--- config.mk ---
export PLATFORM = sky130hd
export DESIGN_NAME = vx_dmem_lane_arbiter
export DESIGN_NICKNAME = d
export VERILOG_FILES = /design/src/rtl/vx_dmem_lane_arbiter.sv
export SDC_FILE = /design/constraint.sdc
export NUM_CORES = 1
export LEC_CHECK = 0
export ABC_AREA = 1
export CORE_AREA = 3 3 212 214
export CTS_CLUSTER_SIZE = 30
export DETAILED_ROUTE_END_ITERATION = 12
export DIE_AREA = 0 0 215 217
export GPL_ROUTABILITY_DRIVEN = 0
export SLEW_MARGIN = 20
export SYNTH_ARGS = -nofsm -noshare
export SYNTH_HDL_FRONTEND = slang
export SYNTH_SLANG_ARGS = --single-unit
--- constraint.sdc ---
create_clock -name clock -period 5.3 [get_ports clock]
set_clock_uncertainty 0.1 [all_clocks]
set_input_delay 0.795 -clock clock [delete_from_list [all_inputs] [get_ports clock]]
set_output_delay 0.795 -clock clock [all_outputs]
set_load 0.01 [all_outputs]
--- src/rtl/vx_dmem_lane_arbiter.sv ---
// ============================================================================
// Module      : vx_dmem_lane_arbiter
// Description : Round-robin TileLink-UL A-channel arbiter across dmem lanes,
//               with D-channel demux, per-lane outstanding throttling and a
//               sticky protocol-error flag. Optional performance counters are
//               enabled by defining VX_DMEM_LANE_ARB_PERF_EN.
// Revision    : 1.0 - initial release
// ============================================================================
`default_nettype none

module vx_dmem_lane_arbiter #(
    parameter int NUM_LANES       = 4,
    parameter int SRC_W           = 10,
    parameter int MAX_OUTSTANDING = 8
) (
    input  logic                                  clock,
    input  logic                                  reset_n,
    input  logic [NUM_LANES-1:0]                  in_a_valid,
    output logic [NUM_LANES-1:0]                  in_a_ready,
    input  logic [NUM_LANES*3-1:0]                in_a_opcode,
    input  logic [NUM_LANES*4-1:0]                in_a_size,
    input  logic [NUM_LANES*SRC_W-1:0]            in_a_source,
    input  logic [NUM_LANES*32-1:0]               in_a_address,
    input  logic [NUM_LANES*4-1:0]                in_a_mask,
    input  logic [NUM_LANES*32-1:0]               in_a_data,
    output logic [NUM_LANES-1:0]                  in_d_valid,
    input  logic [NUM_LANES-1:0]                  in_d_ready,
    output logic [2:0]                            in_d_opcode,
    output logic [3:0]                            in_d_size,
    output logic [SRC_W-1:0]                      in_d_source,
    output logic [31:0]                           in_d_data,
    output logic                                  out_a_valid,
    input  logic                                  out_a_ready,
    output logic [2:0]                            out_a_opcode,
    output logic [3:0]                            out_a_size,
    output logic [SRC_W+$clog2(NUM_LANES)-1:0]    out_a_source,
    output logic [31:0]                           out_a_address,
    output logic [3:0]                            out_a_mask,
    output logic [31:0]                           out_a_data,
    input  logic                                  out_d_valid,
    output logic                                  out_d_ready,
    input  logic [2:0]                            out_d_opcode,
    input  logic [3:0]                            out_d_size,
    input  logic [SRC_W+$clog2(NUM_LANES)-1:0]    out_d_source,
    input  logic [31:0]                           out_d_data,
    output logic                                  busy,
    output logic                                  err
`ifdef VX_DMEM_LANE_ARB_PERF_EN
    ,
    output logic [NUM_LANES*32-1:0]               perf_grant_cnt,
    output logic [31:0]                           perf_stall_cnt
`endif
);

    localparam int LANE_W = $clog2(NUM_LANES);
    localparam int CNT_W  = $clog2(MAX_OUTSTANDING + 1);
    localparam logic [CNT_W-1:0] C_CNT_MAX = CNT_W'(MAX_OUTSTANDING);

    logic [LANE_W-1:0]   r_rr_ptr;
    logic [LANE_W-1:0]   r_locked_lane;
    logic                r_lock;
    logic                r_err;
    logic [CNT_W-1:0]    r_cnt [NUM_LANES];

    logic [NUM_LANES-1:0] w_elig;
    logic [LANE_W-1:0]   w_grant;
    logic [LANE_W-1:0]   w_idx;
    logic                w_found;
    logic                w_a_fire;
    logic                w_lock_drop;
    logic [LANE_W-1:0]   w_d_lane;
    logic                w_d_in_range;
    logic                w_d_sel_ready;
    logic                w_d_cnt_zero;
    logic                w_d_fire;
    logic [SRC_W-1:0]    w_a_src;

    always_comb begin
        for (int i = 0; i < NUM_LANES; i++) begin
            w_elig[i] = in_a_valid[i] && (r_cnt[i] != C_CNT_MAX);
        end
    end

    // A locked lane keeps the grant so a stalled beat cannot change under the slave.
    always_comb begin
        w_grant = r_rr_ptr;
        w_idx   = '0;
        w_found = 1'b0;
        if (r_lock) begin
            w_grant = r_locked_lane;
        end else begin
            for (int k = 0; k < NUM_LANES; k++) begin
                w_idx = LANE_W'((int'(r_rr_ptr) + k) % NUM_LANES);
                if (!w_found && w_elig[w_idx]) begin
                    w_found = 1'b1;
                    w_grant = w_idx;
                end
            end
        end
    end

    assign w_lock_drop = r_lock && !in_a_valid[r_locked_lane];
    assign out_a_valid = r_lock ? in_a_valid[r_locked_lane] : (|w_elig);
    assign w_a_fire    = out_a_valid && out_a_ready;

    always_comb begin
        out_a_opcode  = in_a_opcode[2:0];
        out_a_size    = in_a_size[3:0];
        w_a_src       = in_a_source[SRC_W-1:0];
        out_a_address = in_a_address[31:0];
        out_a_mask    = in_a_mask[3:0];
        out_a_data    = in_a_data[31:0];
        for (int i = 0; i < NUM_LANES; i++) begin
            if (w_grant == LANE_W'(i)) begin
                out_a_opcode  = in_a_opcode[i*3 +: 3];
                out_a_size    = in_a_size[i*4 +: 4];
                w_a_src       = in_a_source[i*SRC_W +: SRC_W];
                out_a_address = in_a_address[i*32 +: 32];
                out_a_mask    = in_a_mask[i*4 +: 4];
                out_a_data    = in_a_data[i*32 +: 32];
            end
        end
    end
    assign out_a_source = {w_grant, w_a_src};

    // D channel: the upper source bits carry the lane index prepended on A.
    assign w_d_lane    = out_d_source[SRC_W +: LANE_W];
    assign in_d_opcode = out_d_opcode;
    assign in_d_size   = out_d_size;
    assign in_d_source = out_d_source[SRC_W-1:0];
    assign in_d_data   = out_d_data;

    generate
        if ((1 << LANE_W) == NUM_LANES) begin : g_d_range_pow2
            assign w_d_in_range = 1'b1;
        end else begin : g_d_range_check
            assign w_d_in_range = ({{(32-LANE_W){1'b0}}, w_d_lane} < 32'(NUM_LANES));
        end
    endgenerate

    always_comb begin
        w_d_sel_ready = 1'b0;
        w_d_cnt_zero  = 1'b0;
        for (int i = 0; i < NUM_LANES; i++) begin
            if (w_d_lane == LANE_W'(i)) begin
                w_d_sel_ready = in_d_ready[i];
                w_d_cnt_zero  = (r_cnt[i] == '0);
            end
        end
    end

    // Out-of-range beats are accepted and dropped so the D channel never wedges.
    assign out_d_ready = w_d_in_range ? w_d_sel_ready : 1'b1;
    assign w_d_fire    = out_d_valid && out_d_ready && w_d_in_range;

    always_ff @(posedge clock) begin
        if (!reset_n) begin
            r_rr_ptr      <= '0;
            r_lock        <= 1'b0;
            r_locked_lane <= '0;
            r_err         <= 1'b0;
        end else begin
            if (w_a_fire) begin
                r_rr_ptr <= LANE_W'((int'(w_grant) + 1) % NUM_LANES);
                r_lock   <= 1'b0;
            end else if (w_lock_drop) begin
                r_lock   <= 1'b0;
            end else if (out_a_valid && !out_a_ready) begin
                r_lock        <= 1'b1;
                r_locked_lane <= w_grant;
            end
            if (w_lock_drop || (out_d_valid && !w_d_in_range) || (w_d_fire && w_d_cnt_zero)) begin
                r_err <= 1'b1;
            end
        end
    end

    generate
        for (genvar g = 0; g < NUM_LANES; g++) begin : g_lane
            logic w_inc;
            logic w_dec;
            assign w_inc         = w_a_fire && (w_grant == LANE_W'(g));
            assign w_dec         = w_d_fire && (w_d_lane == LANE_W'(g));
            assign in_a_ready[g] = w_inc;
            assign in_d_valid[g] = out_d_valid && w_d_in_range && (w_d_lane == LANE_W'(g));

            always_ff @(posedge clock) begin
                if (!reset_n) begin
                    r_cnt[g] <= '0;
                end else if (w_inc && !w_dec) begin
                    r_cnt[g] <= r_cnt[g] + 1'b1;
                end else if (w_dec && !w_inc && (r_cnt[g] != '0)) begin
                    r_cnt[g] <= r_cnt[g] - 1'b1;
                end
            end

`ifdef VX_DMEM_LANE_ARB_PERF_EN
            logic [31:0] r_perf_grant;
            always_ff @(posedge clock) begin
                if (!reset_n) begin
                    r_perf_grant <= '0;
                end else if (w_inc) begin
                    r_perf_grant <= r_perf_grant + 32'd1;
                end
            end
            assign perf_grant_cnt[g*32 +: 32] = r_perf_grant;
`endif
        end
    endgenerate

`ifdef VX_DMEM_LANE_ARB_PERF_EN
    logic [31:0] r_perf_stall;
    always_ff @(posedge clock) begin
        if (!reset_n) begin
            r_perf_stall <= '0;
        end else if (out_a_valid && !out_a_ready) begin
            r_perf_stall <= r_perf_stall + 32'd1;
        end
    end
    assign perf_stall_cnt = r_perf_stall;
`endif

    always_comb begin
        busy = 1'b0;
        for (int i = 0; i < NUM_LANES; i++) begin
            if (r_cnt[i] != '0) begin
                busy = 1'b1;
            end
        end
    end
    assign err = r_err;

endmodule

`default_nettype wire

==> impl_summary.md <==
Power and ir drop
The largest voltage drop on the vdd net is 0.251 mV. The analysis attributes to cell leakage a power of 3.96 nW. The ratio of total power to cell area is 636 nW/um^2.

Place
Before CTS, the worst setup slack after placement is 0.0950 ns. The number of input and output port buffers inserted is 452. The post-detailed-placement half-perimeter wirelength is 26200 um. The post-detailed-placement cell area is 9850 sq um.

Synthesis
The mean instance size in the synthesized netlist is 5.44 sq um. The number of distinct library cell variants in the gate-level netlist after synthesis is 33. Yosys attributes the largest share of cell area to nand2_1 24%, o21ai_0 18%, nand3_1 12%.

The total number of yosys warnings is 0. Of the synthesized area, sequential elements account for 0.123. In this run, synthesis produced a sequential element count of 22. The post-synthesis cell type with the largest combined area is nand2_1. Synthesis produced a netlist whose cell count is 895.

The portion of synthesized cell area occupied by the leading cell type is 0.242. The mapped netlist covers 4870 sq um. The post-synth net total is 1311.

Timing
The worst max-slew margin expressed relative to the limit is 0.648. The total setup violations reported at the end of the flow is 0. The least setup slack across all paths after layout is 0.213 ns. Setup repair after global routing left no endpoint under its margin. The achievable clock frequency is 197 MHz. The worst path needs 5.09 ns of the cycle, external delays included.

Adding up every negative setup slack in the final design gives 0 ns. The post-route clock period utilization is 0.960. The pin slew with the least headroom to its limit is 0.524 ns. The max-slew violation count is 0. The final count of hold timing violations is 0.

Critical path
At the worst endpoint, the required time is 4.41 ns. The worst register-to-register path ends at r_cnt[2][3]. The most used cell along the critical path is nand3_1. The worst setup path is launched from an input port. The depth of the worst register-to-register path is 28.

Traced cell by cell, the critical path runs through clkdlybuf4s50_1 -> nand3_1 -> nand3_1 -> nand2_1 -> nand2_1 -> inv_1 -> nand2_1 -> nand3_1 -> nand3_1 -> nand2_2 -> inv_1 -> ha_4 -> buf_16 -> nand2_1 -> nand3_1 -> o21ai_1 -> o21ai_0 -> clkdlybuf4s50_1. The cell type of the slowest stage on the worst timing path is clkdlybuf4s50_1. At the worst endpoint, the arrival time is 4.19 ns. The kind of end point of the critical path is an output pin. The worst setup path is of the in -> out kind.

Of all nets on the critical path, the largest fanout is 45. The largest single stage delay on the critical path is 0.56 ns. The worst register-to-register path begins at r_cnt[0][0].

The critical path launch point is in_a_valid[1]. For flop-to-flop paths, the worst setup slack is 1.01 ns.

Min path
The startpoint identified for the worst hold timing path is err. The path with the worst hold slack has its endpoint at err. The instance count along the most critical hold path is 2. The classification of the worst-slack hold path is reg -> reg.

Floorplanning
The floorplan step defined a die boundary enclosing 46700 sq um. After floorplanning, the core was sized to cover 43100 sq um. The overall die height is 217 um.

The number of top-level design ports is 551. The number of placement rows is 76. The starting utilization of the core area is 0.113. In this run the horizontal extent of the chip is 215 um.

GRT
The number of antenna violations at the first check in global routing is 2. The global-route usage over all layers is 0.121. Entering global routing, the biggest net connects 64 pins. The via count of the first global-routing pass came to 7129. Global routing finished with a remaining overflow of 0.

The first-pass GRT wire length is 43400 um.

Clocking
After clock tree synthesis, the clock-pin slew on the worst setup and hold paths is 0.06 ns. After clock tree synthesis, the flow added hold-fix buffers numbering 0. No sink is reached through more buffers than the 2 on the longest clock path.

The total clock buffers created by CTS is 3. Clock tree synthesis selected as its root buffer the cell clkbuf_16. The clock tree from TritonCTS is built. The later-pin clock latency in the skew report is 0.26 ns. The number of sinks on the clock net is 22. CTS built an H-tree with a depth of 1.

Route
The first TritonRoute pass finished after 6 iterations. The number of DRC markers after the initial detailed-route iteration is 490. Dividing the detail-routed via count by the number of cells gives 3.96. For this run, design rule violations remaining after detail routing come to 0.

The count of nets left with antenna violations after detail routing is 0. The routed wire length is 30500 um. Dividing the detail-routed wire length by the instance count gives 16.4 um. Across all layers, the routed design uses 7364 vias.

Cells and area
The number of filler instances in the final layout is 4819. Of the cells placed in the final design, the portion with a size suffix greater than 1 is 0.0629. Compared with the post-synthesis result, the final layout area differs by 105%.

In the final design database the tool counted 1689 nets. The final standard cell area without fillers is 9980 sq um.

Flow run
Across the run, the number of max-cap violations was 0.

Outcome
The flow ran to the end, and the final reports show no timing, DRC or antenna violations.
[Yosys cell counts]
| master | count |
|---|---|
| nand2_1 | 314 |
| o21ai_0 | 176 |
| nand3_1 | 119 |
| buf_4 | 53 |
| clkbuf_1 | 50 |
| inv_1 | 37 |
| nor2_1 | 18 |
| edfxtp_1 | 16 |
| ha_1 | 12 |
| o21ai_1 | 11 |
| nor3_1 | 10 |
| xor2_1 | 9 |
| a21oi_1 | 7 |
| dfxtp_1 | 6 |
| inv_2 | 6 |
| buf_2 | 5 |
| nand3_2 | 5 |
| nand4_1 | 5 |
| o21ai_2 | 5 |
| nor2_2 | 4 |
| nor2_4 | 4 |
| buf_1 | 3 |
| clkinv_1 | 3 |
| nand2_4 | 3 |
| or2_2 | 3 |
| xnor2_1 | 3 |
| nor2_8 | 2 |
| buf_8 | 1 |
| fa_1 | 1 |
| nand2_2 | 1 |
| nand4_2 | 1 |
| nor4_1 | 1 |
| o311ai_0 | 1 |
[metal layers]
| layer | GRT usage | wire length [um] |
|---|---|---|
| met1 | 0.157 | 12800 |
| met2 | 0.205 | 14500 |
| met3 | 0.0299 | 2640 |
| met4 | 0.0229 | 586 |
| met5 | 0 | 0 |
[critical path: cells and delay by family]
family                   cells  cell delay, ns
AO/OA/AOI/OAI                2            0.42
adder cells (fa/ha/maj)      1            0.27
buffers and inverters        5            1.58
AND/OR/NAND/NOR             10            1.07
[how the worst max path moves through the flow]
| stage | slack [ns] | to | depth (start not counted) |
|---|---|---|---|
| floorplan | 1.26 | out_a_address[10] | 24 |
| global placement | 0.08 | out_a_source[7] | 20 |
| detailed placement | 0.09 | out_a_source[7] | 18 |
| CTS | 0.08 | out_a_source[7] | 16 |
| global route | 0.006 | out_a_data[30] | 20 |
| finish | 0.21 | out_a_data[31] | 18 |
[cells by family after synthesis]
kind of cell | share of synthesized area
xor+xnor | 0.0216
compound gates | 0.210
flops | 0.123
buf+inv | 0.166
fa+ha+maj | 0.0349
simple gates | 0.444
[sequential cells by signal, indices dropped and copies added (netlist names)]
register and flops:
r_cnt 16, r_locked_lane 2, r_rr_ptr 2, err 1
r_lock 1
[stage by stage]
stage / hold slack, ns / instances / util / power [mW]
after detailed placement: 0.373 / 1852 / 0.229 / 6.20
final: 0.383 / 1858 / 0.232 / 6.34
after global routing: 0.453 / 1857 / 0.232 / 6.91
after CTS: 0.388 / 1856 / 0.231 / 6.41
after floorplan: 0.405 / 895 / - / 2.87
after global placement: 0.359 / 1852 / 0.229 / 6.18
[power breakdown]
part	switching (mW)	total, mW	internal [mW]
Sequential	0.0449	0.278	0.233
Combinational	3.15	5.89	2.74
Clock	0.0647	0.180	0.115
Total	3.26	6.34	3.09
[cell type report]
class	count	area, sq um	share of cell area
clock buffer	4	88.8	0.00890
tap	585	732	0.0734
multi-input combinational	715	3490	0.350
sequential	22	601	0.0602
antenna	1	2.50	0.000251
inverter	46	176	0.0177
timing repair buffer	485	4890	0.490
[layout by cell type, fill, tap and decap left out, types with 7 or more instances in the layout]
cell | Yosys | final
edfxtp_1 | 16 | 16
a21oi_1 | 7 | 7
inv_1 | 37 | 37
o21ai_0 | 176 | 171
nor3_1 | 10 | 10
clkdlybuf4s50_1 | 0 | 445
xor2_1 | 9 | 9
nand3_1 | 119 | 119
buf_4 | 53 | 28
nor2_1 | 18 | 18
nand2_1 | 314 | 314
o21ai_1 | 11 | 15
ha_1 | 12 | 10
buf_12 | 0 | 8
[timing repair]
item / 4_1_cts / 5_1_grt
resized for setup: 0 / 13
hold endpoints to repair: 0 / 0
setup endpoints to repair: 0 / 33
buffers inserted: 0 / 1
Power figures use the tool's default switching activity.
